==> src/rtl/gcd_pkg.sv <==
// Shared definitions for the subtract/swap GCD datapath.
// Contents: default widths, the micro-op enum and the priority decode that
// turns the raw select/swap/subtract strobes into a single micro-op.
package gcd_pkg;

  localparam int unsigned GCD_WIDTH_DEF = 8;
  localparam int unsigned GCD_CNT_W_DEF = 8;

  typedef enum logic [1:0] {
    OP_HOLD = 2'd0,
    OP_LOAD = 2'd1,
    OP_SWAP = 2'd2,
    OP_SUB  = 2'd3
  } gcd_op_e;

  // select beats swap beats subtract; no strobe means hold
  function automatic gcd_op_e gcd_decode(input logic sel,
                                         input logic sw,
                                         input logic sub);
    gcd_op_e op;
    op = OP_HOLD;
    if (sel) begin
      op = OP_LOAD;
    end else if (sw) begin
      op = OP_SWAP;
    end else if (sub) begin
      op = OP_SUB;
    end
    return op;
  endfunction

endpackage : gcd_pkg

==> src/rtl/gcd_opreg.sv <==
// Single operand register with write enable and asynchronous active-high reset.
// Ports:
//   clk    in   rising-edge clock
//   reset  in   asynchronous, active-high; clears the register to zero
//   en_i   in   write enable
//   d_i    in   next value
//   q_o    out  current value
module gcd_opreg #(
  parameter int unsigned WIDTH = 8
) (
  input  logic             clk,
  input  logic             reset,
  input  logic             en_i,
  input  logic [WIDTH-1:0] d_i,
  output logic [WIDTH-1:0] q_o
);

  logic [WIDTH-1:0] q_q;

  always_ff @(posedge clk or posedge reset) begin
    if (reset) begin
      q_q <= '0;
    end else if (en_i) begin
      q_q <= d_i;
    end
  end

  assign q_o = q_q;

endmodule : gcd_opreg

==> src/rtl/gcd_datapath.sv <==
// Operand datapath for the subtract/swap GCD engine.
// Holds X/Y, applies load/swap/subtract micro-ops from the control FSM, reports
// status, detects termination (X==0 after a full load), latches the GCD from Y,
// pulses done for one cycle and counts swap/subtract writes (saturating).
// Optional build macro: GCD_ERRCHK_EN adds a sticky protocol-error output err.
// Ports:
//   clk, reset            clock, asynchronous active-high reset
//   in_x, in_y            operands captured on a select load
//   subtract, swap, select micro-op strobes (priority select > swap > subtract)
//   loadx, loady          per-register write enables
//   xgy, xg0              combinational status: X >= Y, X != 0
//   result, done          latched GCD and its one-cycle valid pulse
//   steps                 swap/subtract writes since last full load, saturating
//   err (GCD_ERRCHK_EN)   sticky: illegal strobe combo, underflowing subtract,
//                         or a register write while done is high
module gcd_datapath
  import gcd_pkg::*;
#(
  parameter int unsigned WIDTH = GCD_WIDTH_DEF,
  parameter int unsigned CNT_W = GCD_CNT_W_DEF
) (
  input  logic             clk,
  input  logic             reset,
  input  logic [WIDTH-1:0] in_x,
  input  logic [WIDTH-1:0] in_y,
  input  logic             subtract,
  input  logic             swap,
  input  logic             select,
  input  logic             loadx,
  input  logic             loady,
  output logic             xgy,
  output logic             xg0,
  output logic [WIDTH-1:0] result,
  output logic             done,
  output logic [CNT_W-1:0] steps
`ifdef GCD_ERRCHK_EN
  ,
  output logic             err
`endif
);

  gcd_op_e          op;
  logic [WIDTH-1:0] x_q, y_q, x_d, y_d;
  logic             x_en, y_en;
  logic             load_full, step_write, terminate;

  logic             armed_q, armed_d;
  logic             done_q, done_d;
  logic [WIDTH-1:0] result_q, result_d;
  logic [CNT_W-1:0] steps_q, steps_d;

  assign op = gcd_decode(select, swap, subtract);

  // Next-value mux and write enables for X and Y; subtract never touches Y
  always_comb begin
    x_d  = x_q;
    y_d  = y_q;
    x_en = 1'b0;
    y_en = 1'b0;
    unique case (op)
      OP_LOAD: begin
        x_d  = in_x;
        y_d  = in_y;
        x_en = loadx;
        y_en = loady;
      end
      OP_SWAP: begin
        x_d  = y_q;
        y_d  = x_q;
        x_en = loadx;
        y_en = loady;
      end
      OP_SUB: begin
        x_d  = x_q - y_q;  // wraps on underflow
        x_en = loadx;
      end
      default: ;
    endcase
  end

  gcd_opreg #(.WIDTH(WIDTH)) u_xreg (
    .clk   (clk),
    .reset (reset),
    .en_i  (x_en),
    .d_i   (x_d),
    .q_o   (x_q)
  );

  gcd_opreg #(.WIDTH(WIDTH)) u_yreg (
    .clk   (clk),
    .reset (reset),
    .en_i  (y_en),
    .d_i   (y_d),
    .q_o   (y_q)
  );

  assign xgy = (x_q >= y_q);
  assign xg0 = (x_q != '0);

  assign load_full  = (op == OP_LOAD) && loadx && loady;
  assign step_write = ((op == OP_SWAP) || (op == OP_SUB)) && (x_en || y_en);
  // A load in the same cycle wins; termination is judged on the next clean cycle
  assign terminate  = armed_q && !xg0 && !select;

  // Arming, step counting and result capture
  always_comb begin
    armed_d  = armed_q;
    steps_d  = steps_q;
    result_d = result_q;
    done_d   = 1'b0;
    if (load_full) begin
      armed_d = 1'b1;
      steps_d = '0;
    end else begin
      if (step_write && (steps_q != '1)) begin
        steps_d = steps_q + CNT_W'(1);
      end
      if (terminate) begin
        result_d = y_q;
        done_d   = 1'b1;
        armed_d  = 1'b0;
      end
    end
  end

  always_ff @(posedge clk or posedge reset) begin
    if (reset) begin
      armed_q  <= 1'b0;
      done_q   <= 1'b0;
      result_q <= '0;
      steps_q  <= '0;
    end else begin
      armed_q  <= armed_d;
      done_q   <= done_d;
      result_q <= result_d;
      steps_q  <= steps_d;
    end
  end

  assign result = result_q;
  assign done   = done_q;
  assign steps  = steps_q;

`ifdef GCD_ERRCHK_EN
  logic err_q, err_d, err_set;

  assign err_set = (swap && subtract && !select)
                 || ((op == OP_SUB) && (x_q < y_q))
                 || (done_q && (x_en || y_en));

  // Sticky flag; a full load starts a fresh computation and clears it
  always_comb begin
    err_d = err_q;
    if (load_full) begin
      err_d = 1'b0;
    end else if (err_set) begin
      err_d = 1'b1;
    end
  end

  always_ff @(posedge clk or posedge reset) begin
    if (reset) begin
      err_q <= 1'b0;
    end else begin
      err_q <= err_d;
    end
  end

  assign err = err_q;
`endif

endmodule : gcd_datapath

==> config.mk <==
export PLATFORM = sky130hd
export DESIGN_NAME = gcd_datapath
export DESIGN_NICKNAME = d
export VERILOG_FILES = /design/src/rtl/gcd_pkg.sv /design/src/rtl/gcd_opreg.sv /design/src/rtl/gcd_datapath.sv
export SDC_FILE = /design/constraint.sdc
export NUM_CORES = 1
export LEC_CHECK = 0
export ABC_AREA = 1
export ABC_CLOCK_PERIOD_IN_PS = 2029
export CAP_MARGIN = 5
export CORE_MARGIN = 2
export CORE_UTILIZATION = 30
export DETAILED_ROUTE_END_ITERATION = 8
export RECOVER_POWER = 25
export SYNTH_ARGS = -nofsm -noshare
export SYNTH_HDL_FRONTEND = slang
export SYNTH_HIERARCHICAL = 1
export SYNTH_SLANG_ARGS = --single-unit
==> constraint.sdc <==
create_clock -name clk -period 2.03 [get_ports clk]
set_input_delay 0.406 -clock clk [delete_from_list [all_inputs] [get_ports clk]]
set_output_delay 0.406 -clock clk [all_outputs]
set_load 0.02 [all_outputs]
==> reports/summary.txt <==
Clock buffers created by TritonCTS: 5
Layout cells sized above 1: 30.3%
Setup Skew: 0.00288 ns
Final Core Density: 47.4%
Synthesized instance count: 323
Post-Syn Area: 0.00243 mm^2
Final instance area: 0.00368 mm^2
Reg clk slew, reported paths: 0.07 ns
Post-synthesis net count: 361
Max-Cap Viols: 0
WHS Path Cells: 2
R2r worst-path depth: 16
Fraction of the cycle the final worst path needs: 106%
Worst slew pin tran: 1.02 ns
Seq pwr share: 26.4%
Netlist cell types: 35
Nets@finish: 466
DRC: 0
Initial antenna violation count: 0
Largest net degree at the start of global routing: 19
Syn-to-layout area delta: 51.5%
Critical Path Sink Type: output port
Die Wd: 94.0 um
R2R setup slack: -0.08 ns
Sequential share of the synthesized area: 35.1%
VDD IR max: 450 uV
Unrepaired setup endpoints after global routing: yes
DP Cell Count: 509
Routed wire length per instance: 13.5 um
Required time worst endpoint: 1.62 ns
Via count: 2518
Fin Setup TNS: -0.206 ns
Switching portion of total power: 41.1%
Clock root buffer: clkbuf_8
Overall Power: 3820 uW
CP Class: register to output port
NetSw: 1570 uW
Clock sinks: 34
Die area: 0.00883 mm^2
Post-Syn Area per Cell: 7.51 um^2
Non-Filler Instances: 531
Fin. Hold Viols: 0
Port bufs: 41
Hold-fix buffer count after cts: 0
Worst-Skew Late Latency: 0.29 ns
Crit path max fanout: 2
Max-slew violation count: 0
All-Layer GR Usage: 16.5%
# IOs: 42
HP Start: result[2]$_DFFE_PP0P_
Origin of the critical flop-to-flop path: u_xreg/q_o[0]$_DFFE_PP0P_
Initial DRC Count: 182
Hold EP: result[2]$_DFFE_PP0P_
Post-layout min period: 2.16 ns
Post-Route WL: 7.14 mm
Relative slew slack: 32.2%
Critical path startpoint category: register
CTS tree: done
Static leakage: 0.00185 uW
Worst hold path type: register to register
Clock share of power: 13.9%
Worst EP arrival: 1.75 ns
DIE HEIGHT: 94.0 um
Main flop type after synthesis: dfrtp_1
Failing checks: setup timing
Initial Utilization: 31.2%
Power Density: 1040 mW/mm^2
Setup ws final: -0.131 ns
Final global-route overflow total: 0
Max clock buf depth: 2
Area after DPL: 0.00333 mm^2
Pint: 2250 uW
Ys Warns: 6
Htree depth: 2
Post-DRT Antenna Nets: 0
Std-Cell Rows: 32
Vias in the first global route: 2364
Worst r2r dst: u_xreg/q_o[6]$_DFFE_PP0P_
Final setup viols: 2
Share of flip-flops with an asynchronous set or reset: 100%
Outcome: finished, violations left
Final Wtd Congestion: 0.854
Hpwl dp: 5.27 mm
Vias per inst: 4.74
Detailed Routing Iterations Pass 1: 4
Comb pwr share: 59.7%
Post-synth EDFFs: 0
Ant. Diodes: 0
Seq cells post-synth: 34
First-pass GRT wire length: 11.3 mm
Core area: 0.00777 mm^2
Fmax: 0.463 GHz
-- cell type report --
cell class | count | area (um^2)
Fill cell | 759 | 4090
Multi-Input combinational cell | 233 | 1450
Timing Repair Buffer | 109 | 983
Sequential cell | 34 | 852
Inverter | 45 | 171
Tap cell | 102 | 128
Clock buffer | 7 | 86.3
Clock inverter | 1 | 5.00
-- metal layers --
metal	track usage, %	routed length (um)	vias up
met5	0	0	-
met4	3.99	113	0
met3	3.13	330	11
met2	27.4	3490	71
met1	22.1	3210	1170
li1	-	-	1266
-- synthesized netlist by cell type, types with 2 or more instances --
master	n	share of area (%)
nand2_1	97	15
inv_1	39	6.0
dfrtp_1	34	35
nand3_1	33	6.8
a21oi_1	21	4.3
nor2_1	15	2.3
ha_1	14	7.2
a22oi_1	10	3.1
o21ai_2	8	2.9
a221oi_1	6	2.2
inv_2	5	0.77
buf_2	4	0.82
buf_6	4	1.9
nand2_2	3	0.77
nor2_4	3	1.4
xnor2_1	3	1.1
clkbuf_1	2	0.31
nor2_2	2	0.52
o21ai_0	2	0.41
or2_2	2	0.52
xor2_1	2	0.72
-- through the flow --
| stage | worst slack (ns) | hold WS [ns] |
|---|---|---|
| 3_5_place_dp | -0.338 | 0.476 |
| 4_1_cts | -0.142 | 0.437 |
| 6_report | -0.131 | 0.490 |
| 3_3_place_gp | -0.310 | 0.470 |
| 2_1_floorplan | 0.0964 | 0.222 |
| 5_1_grt | -0.202 | 0.505 |
-- power by group through the flow --
stage / Sequential (uW) / Combinational, uW / Clock (uW)
after CTS: 1010 / 2150 / 548
after floorplan: 1130 / 961 / 0
final: 1010 / 2280 / 531
after detailed placement: 1010 / 1940 / 0
after global routing: 1030 / 2510 / 575
after global placement: 1010 / 1910 / 0
-- what timing repair did --
action,4_1_cts,5_1_grt
setup buffers,14,4
endpoints found under the setup margin,3,31
pin swaps,6,18
resized for setup,16,28
cloned,0,2
-- worst max-delay path, stage by stage, from the launching register on --
cell and delay [ns]:
dfrtp_1 0.40, inv_2 0.09, ha_4 0.13, inv_2 0.03
fa_2 0.35, nand2_4 0.09, nand3_4 0.07, nand3_2 0.06
o2111ai_2 0.09, buf_6 0.15
-- cell usage in the layout, fill, tap and decap left out, drive strengths merged --
| cell | n |
|---|---|
| a21oi | 21 |
| a221oi | 6 |
| a22oi | 10 |
| a31oi | 1 |
| a32oi | 1 |
| buf | 67 |
| clkbuf | 10 |
| clkdlybuf4s50 | 38 |
| clkinv | 1 |
| dfrtp | 34 |
| dlygate4sd3 | 1 |
| fa | 1 |
| ha | 14 |
| inv | 45 |
| nand2 | 100 |
| nand3 | 34 |
| nand3b | 1 |
| nand4 | 3 |
| nor2 | 21 |
| nor3 | 1 |
| o2111ai | 1 |
| o21ai | 10 |
| o22ai | 1 |
| or2 | 2 |
| xnor2 | 3 |
| xor2 | 2 |
-- logic make-up (layout without fill, tap and decap cells) --
group                      Yosys count  in the layout  share of synthesized area [%]
buffers and inverters               57            162                           10.5
xor gates and xnor gates             5              5                           1.80
DFF                                 34             34                           35.1
adders and majority gates           15             15                           8.04
and+or+nand+nor                    161            162                           30.2
AOI/OAI and AO/OA                   51             51                           14.4
-- flip-flops by register name, indices dropped and copies added (netlist names) --
signal / count
result: 8
u_yreg/q_o: 8
u_xreg/q_o: 8
armed_q: 1
steps: 8
done: 1
-- worst max path at each step --
stage,to,slack [ns],start,cells past startpoint
3_3_place_gp,xgy,-0.31,u_xreg/q_o[0]$_DFFE_PP0P_,9
2_1_floorplan,xgy,0.1,u_xreg/q_o[0]$_DFFE_PP0P_,8
6_report,xgy,-0.13,u_xreg/q_o[0]$_DFFE_PP0P_,9
3_5_place_dp,xgy,-0.34,u_xreg/q_o[0]$_DFFE_PP0P_,9
5_1_grt,xgy,-0.20,u_xreg/q_o[0]$_DFFE_PP0P_,9
4_1_cts,xgy,-0.14,u_xreg/q_o[0]$_DFFE_PP0P_,9
(Power assumes the default switching activity.)
